## src/rtl/receiver.sv

```systemverilog
// receiver: UART receive stage, 16x oversampled, 8N1, ready/clear handshake
// clk       system clock, all logic on posedge
// rst       asynchronous active-high reset
// rx        serial line (asynchronous, idle high)
// clken     oversampling tick, OVERSAMPLE per bit period
// rdy_clr   host acknowledge, clears rdy and overrun
// dout      last correctly framed byte
// rdy       dout holds an unacknowledged byte
// frame_err last frame had a low stop bit
// overrun   a byte completed while rdy was still set
// rx_busy   a frame is in progress
`timescale 1ns/1ps
module receiver #(
  parameter int OVERSAMPLE = 16
) (
  input  logic       clk,
  input  logic       rst,
  input  logic       rx,
  input  logic       clken,
  input  logic       rdy_clr,
  output logic [7:0] dout,
  output logic       rdy,
  output logic       frame_err,
  output logic       overrun,
  output logic       rx_busy
);
  localparam int SW = $clog2(OVERSAMPLE);
  localparam logic [SW-1:0] HALF = SW'(OVERSAMPLE / 2 - 1);
  localparam logic [SW-1:0] LAST = SW'(OVERSAMPLE - 1);
  typedef enum logic [1:0] {IDLE, START, DATA, STOP} state_t;
  state_t state, state_n;
  logic [SW-1:0] sample, sample_n;
  logic [2:0] bitpos, bitpos_n;
  logic [7:0] scratch, scratch_n, dout_n;
  logic rdy_n, frame_err_n, overrun_n;
  logic [1:0] sync;
  logic rx_s;
  assign rx_s = sync[1];
  assign rx_busy = state != IDLE;
  always_ff @(posedge clk or posedge rst)
    if (rst) begin
      sync <= 2'b11;
      state <= IDLE;
      sample <= '0;
      bitpos <= '0;
      scratch <= '0;
      dout <= '0;
      rdy <= 1'b0;
      frame_err <= 1'b0;
      overrun <= 1'b0;
    end else begin
      sync <= {sync[0], rx};
      state <= state_n;
      sample <= sample_n;
      bitpos <= bitpos_n;
      scratch <= scratch_n;
      dout <= dout_n;
      rdy <= rdy_n;
      frame_err <= frame_err_n;
      overrun <= overrun_n;
    end
  // the acknowledge acts every clk; a byte completing on the same edge overrides it
  always_comb begin
    state_n = state;
    sample_n = sample;
    bitpos_n = bitpos;
    scratch_n = scratch;
    dout_n = dout;
    rdy_n = rdy & ~rdy_clr;
    frame_err_n = frame_err;
    overrun_n = overrun & ~rdy_clr;
    if (clken)
      case (state)
        IDLE: if (!rx_s) begin
          state_n = START;
          sample_n = SW'(1);
        end
        START: if (rx_s) state_n = IDLE;
          else if (sample == HALF) begin
            state_n = DATA;
            sample_n = '0;
            bitpos_n = '0;
          end else sample_n = sample + SW'(1);
        DATA: if (sample == LAST) begin
            scratch_n[bitpos] = rx_s;
            sample_n = '0;
            state_n = bitpos == 3'd7 ? STOP : DATA;
            bitpos_n = bitpos == 3'd7 ? bitpos : bitpos + 3'd1;
          end else sample_n = sample + SW'(1);
        STOP: if (sample == LAST) begin
            state_n = IDLE;
            sample_n = '0;
            if (rx_s) begin
              dout_n = scratch;
              rdy_n = 1'b1;
              frame_err_n = 1'b0;
              overrun_n = overrun_n | (rdy & ~rdy_clr);
            end else frame_err_n = 1'b1;
          end else sample_n = sample + SW'(1);
        default: state_n = IDLE;
      endcase
  end
endmodule

```

## config.mk

```make
export PLATFORM = sky130hd
export DESIGN_NAME = receiver
export DESIGN_NICKNAME = d
export VERILOG_FILES = /design/src/rtl/receiver.sv
export SDC_FILE = /design/constraint.sdc
export NUM_CORES = 1
export LEC_CHECK = 0
export BUFFER_PORTS_ARGS = -buffer_cell sky130_fd_sc_hd__buf_2
export CAP_MARGIN = 20
export CORE_UTILIZATION = 50
export DETAILED_ROUTE_END_ITERATION = 10
export GPL_TIMING_DRIVEN = 0
export PLACE_DENSITY = 0.7
export SETUP_SLACK_MARGIN = 0.5
export SLEW_MARGIN = 20
export SYNTH_ARGS = -nofsm -noshare
export SYNTH_HDL_FRONTEND = slang
export SYNTH_SLANG_ARGS = --single-unit
```

## constraint.sdc

```tcl
create_clock -name clk -period 2.45 [get_ports clk]
set_input_delay 0.1225 -clock clk [delete_from_list [all_inputs] [get_ports clk]]
set_output_delay 0.1225 -clock clk [all_outputs]
set_load 0.03 [all_outputs]
```

### Word level (Yosys, flattened, before mapping)

Index checks and enable logic that the tools add are counted.

* bits in registers: 30
* bits of input ports: 5
* output and inout bits: 12
* logic and storage cells: 70

* add/subtract/negate cells: 2
* $lt $le $gt $ge: 2
* equal/unequal tests: 13
* muxes and demuxes: 29
* bitwise logic cells: 4
* reductions and logical operators: 11

Operators with widths (number)
* 2-to-1 mux 4 bit: 4
* 2-to-1 mux 3 bit: 4
* inequality test 2 bit, second input constant: 6
* case mux 4 bit (3 select lines): 1
* 2-to-1 mux 1 bit: 11
* 2-to-1 mux 2 bit: 5
* AND reduction 3 bit: 3
* bitwise mux 8 bit: 1
* case mux 2 bit (4 select lines): 1
* case mux 3 bit (2 select lines): 1
* AND reduction 6 bit: 1
* AND reduction 5 bit: 1
* adder 4 x 1 -> 4 bit, second input constant: 1
* equality test 2 bit, second input constant: 2
* equality test 4 x 3 -> 1 bit, second input constant: 1
* equality test 4 bit, second input constant: 1
* less-than comparator 3 x 4 -> 1 bit, second input constant: 1
* AND reduction 4 bit: 1
* nonzero test 2 bit: 2
* adder 3 x 1 -> 3 bit, second input constant: 1
* demux 1 bit (select 3 bit): 1
* equality test 3 bit, second input constant: 1
* greater-or-equal comparator 3 x 1 -> 1 bit, second input constant: 1
* inequality test 3 bit, second input constant: 1
* other kinds (7): 8

### Depth between registers and ports, before layout

* word-level depth: 7
* depth in mapped cells: 6
* gate-level depth less buffers: 6

### Least setup slack after synthesis

OpenSTA, ideal clock, no wires.

* kind: register to register
* start point: register bitpos[0]
* end point: register bitpos[2]
* library setup time: 0.121 ns
* arrival time: 1.573 ns
* data required time: 2.329 ns
* setup slack: 0.756 ns
* cell stages (with the launch flop): 7
* path buffers: 0
* period minus slack after synthesis: 1.694 ns
* cell sequence: dfrtp_1 ha_1 ha_1 nor3b_1 o21ai_0 a221o_1 a22o_1

* word-level cells in the longest chain between the ends: 4
* elaborated cells between the ends (all ways): 7

RTL lines
* start: declaration: RTL line 33 `logic [2:0] bitpos, bitpos_n;`
* start signal: assignment: RTL line 55 `bitpos <= bitpos_n;`
* adder 3 x 1 -> 3 bit: RTL line 88 `bitpos_n = bitpos == 3'd7 ? bitpos : bitpos + 3'd1;`
* 2-to-1 mux 3 bit: RTL line 88
* 2-to-1 mux 3 bit: RTL line 84 `DATA: if (sample == LAST) begin`
* case mux 3 bit (2 select lines): RTL line 73 `case (state)`

Parallel ways exist; a longest one is shown, timed or not. The select of a mux whose other input is x is not followed.
A chain may end at the register's enable or synchronous reset.

### Final worst setup path

* start point: register bitpos[0]
* end point: register bitpos[1]

Same word-level chain as after synthesis.

==> impl_metrics.toml <==
[run_status]
status = "finished, violations left"
violations = "DRC"

[setup_path]
crit_path_top_delay_cell = "dfrtp_2"
critPathKind = "reg2reg"
cp.required_ns = 2.67
worstPathCellList = "ha_1 > ha_1 > nor3b_1 > o21ai_1 > a221o_1 > a22o_1"
end_kind = "register"
startpoint_type = "register"
crit_path_max_incr_delay_ns = 0.46
cp_top_family = "compound AO/OA/AOI/OAI gates"
critPathMaxFanout = 8
path_buf_inv = 0
r2r_setup_slack_ns = 0.64
crit_arrival_ns = 2.04
crit_top_cell = "ha_1"

[yosys]
synthTopCellsByArea = "dfrtp_1 (46%), mux2_4 (7.9%), mux2_2 (5.9%)"
syn_area_per_cell_sq_um = 11.49
yosysTopAreaCell = "dfrtp_1"
syn_nets = 140
synth_top_area_frac = 0.4620
synthArstFlopShare = 1.000
netlist_instances = 132
synthXorXnorAreaFrac = 0
synth_cell_types = 37
synth_compound_area_frac = 0.1130
yosys_register_bits = 30
yosysMostFrequentCell = "dfrtp_1"
ys_seq_area_frac = 0.4967
synthMuxAreaShare = 0.1386
synth_area_sq_um = 1516
netlist_top_cells_count = "dfrtp_1 (28), nand2_1 (10), mux2_2 (8), mux2_4 (8), nand3_1 (8)"
synth_top_flop_cell = "dfrtp_1"
synth-simple-area-share = 0.1906
yosys_warnings = 0
synth_enable_flop_cells = 0
synthAdderAreaFrac = 0.02475
synth_top_family_by_area = "simple AND/OR/NAND/NOR gates"

[detailed_routing]
drc_errors = 6
wl_met3_microns = 140
wl_mm = 2.773
vias_per_cell = 5.847
drtIter0Drc = 53
top_layer_used = "met4"
wl_met1_mm = 1.317
first_pass_iters = 7
wl_per_cell_microns = 14.67
dr_total_vias = 1105
met2_length_mm = 1.251
ant_nets = 0

[power_and_ir_drop]
switching_share = 0.3322
combinationalPowerShare = 0.315
ir_drop_v = 0.0005247
fin_total_pwr_mw = 1.470
p_clk_frac = 0.274
switchingPower_mw = 0.4883
power_per_cell_area_nw_per_um2 = 840.8
seq_power_share = 0.411
power.internal_mw = 0.9814
power_leakage_nw = 0.8910

[place]
place_congestion = 0.8255
placed_cells = 179
dpl.hpwl_mm = 1.972
pre_cts_slack_ns = 0.6168
io_buffers = 16
placed_cell_area_sq_um = 1635

[job]
drv_cap = 0

[floorplan]
die-width_microns = 57.07
coreArea_sq_um = 2805
initial_core_util = 0.5406
dieHeight_microns = 57.07
dieArea_sq_um = 3257
ios = 17
rows = 19

[grt]
grt_pass1_wl_mm = 5.078
grt_overflow = 0
track_usage = 0.2059
grt_pass1_vias = 1109
antenna_found_initial = 0
grt_max_degree = 31

[sta]
finalCritPeriodShare = 0.7395
drv_slew = 0
fin_skew_ns = 0.01244
slew_headroom = 0.5991
hold_viol_final = 0
layout_min_cycle_time_ns = 1.812
fmax_mhz = 551.9
worst_slew_pin_slew_ns = 0.6005
fin_tns_setup_ns = 0
rsz0062_at_grt = "false"
setup_ws_ns = 0.6382
setup_violations = 0

[clock_network]
cts_buffer_depth = 2
cts_tree = "yes"
clock-sinks = 30
insertion_delay_ns = 0.33
root_buffer = "clkbuf_4"
cts_max_level = 2
cts_inserted_buffers = 5
clk_pin_slew_worst_paths_ns = 0.09

[final_layout]
multiInputGateArea_sq_um = 708.2
n_fill_cell = 227
antenna_cells = 0
drive_gt1_frac = 0.3418
layout.cells.non_filler = 189
final_nets = 166
areaGrowthSynthToFinish_pct = 15.26
stdcell_area_sq_um = 1748
seqCellArea_sq_um = 754.5

[worst_hold_path]
hp-class = "in2reg"
flip-flops by register name (all words and copies together), names as in the netlist, named ones only:
name and flops:
bitpos 3, scratch 8, overrun 1, rdy 1
state 1, frame_err 1, sample 4, sync 2
dout 8
layout by cell type (no fill, tap or decap), types with 2 or more instances in the layout:
master         count
nor3_1             3
o21ai_0            6
a22o_1             5
inv_1              2
dfrtp_1           27
and3_1             2
nor4_1             2
a21oi_1            5
and2b_1            2
nor2_1             5
nand3_1            8
nor2b_1            2
dlygate4sd3_1      3
mux2_4             8
nor3b_1            3
dfstp_2            2
clkbuf_4           5
nand2_1           10
buf_2             21
ha_1               3
nand2b_1           4
mux2_2             8
power by group through the flow:
stage          Combinational, mW  Clock (mW)  Sequential, mW
2_1_floorplan              0.369           0           0.599
3_3_place_gp               0.444           0           0.608
3_5_place_dp               0.455           0           0.612
4_1_cts                    0.460       0.417           0.602
5_1_grt                    0.516       0.431           0.619
6_report                   0.463       0.403           0.604
repair_timing:
item / in CTS / in global routing
hold buffers: 2 / 1
gates resized for setup: 0 / 2
hold endpoints to repair: 2 / 28
setup endpoints to repair: 0 / 2
buffers inserted: 0 / 0
metal layers:
metal | vias up | GRT usage
li1 | 535 | -
met1 | 525 | 0.2714
met2 | 36 | 0.3109
met3 | 9 | 0.06122
met4 | 0 | 0.1010
met5 | - | 0
stage by stage:
stage | hold slack (ns) | utilization
global placement | 0.2292 | 0.5830
finish | 0.3235 | 0.6231
global route | 0.3514 | 0.6231
CTS | 0.09259 | 0.6191
floorplan | 0.1270 | -
detailed placement | 0.2291 | 0.5830
area by class of cell:
type,count,area share
multi-input combinational,92,0.4052
buffer,7,0.02505
sequential,30,0.4316
clock inverter,1,0.01718
timing repair buffer,19,0.06299
inverter,3,0.006442
clock buffer,6,0.02935
tap,31,0.02219
cell families after synthesis:
logic type,count (synthesis)
adders and majority gates,3
DFF,30
and+or+nand+nor,48
buffers and inverters,10
AOI/OAI and AO/OA,25
muxes,16
worst reg2reg max path, cell delays in order (launching register included):
cell and delay (ns):
dfrtp_2 0.46, ha_1 0.22, ha_1 0.21, nor3b_1 0.20, o21ai_1 0.13, a221o_1 0.30, a22o_1 0.19
final timing paths:
| path | from | endpoint | cells past startpoint |
|---|---|---|---|
| max | bitpos[0] | bitpos[1] | 6 |
| min | clken | scratch[7] | 4 |
| max reg2reg | bitpos[0] | bitpos[1] | 6 |
| min reg2reg | sync[0] | sync[1] | 0 |
| max in group asynchronous | rst | bitpos[0] | 3 |
| min in group asynchronous | rst | overrun | 3 |
No activity file was read; power rests on OpenSTA's default activity.
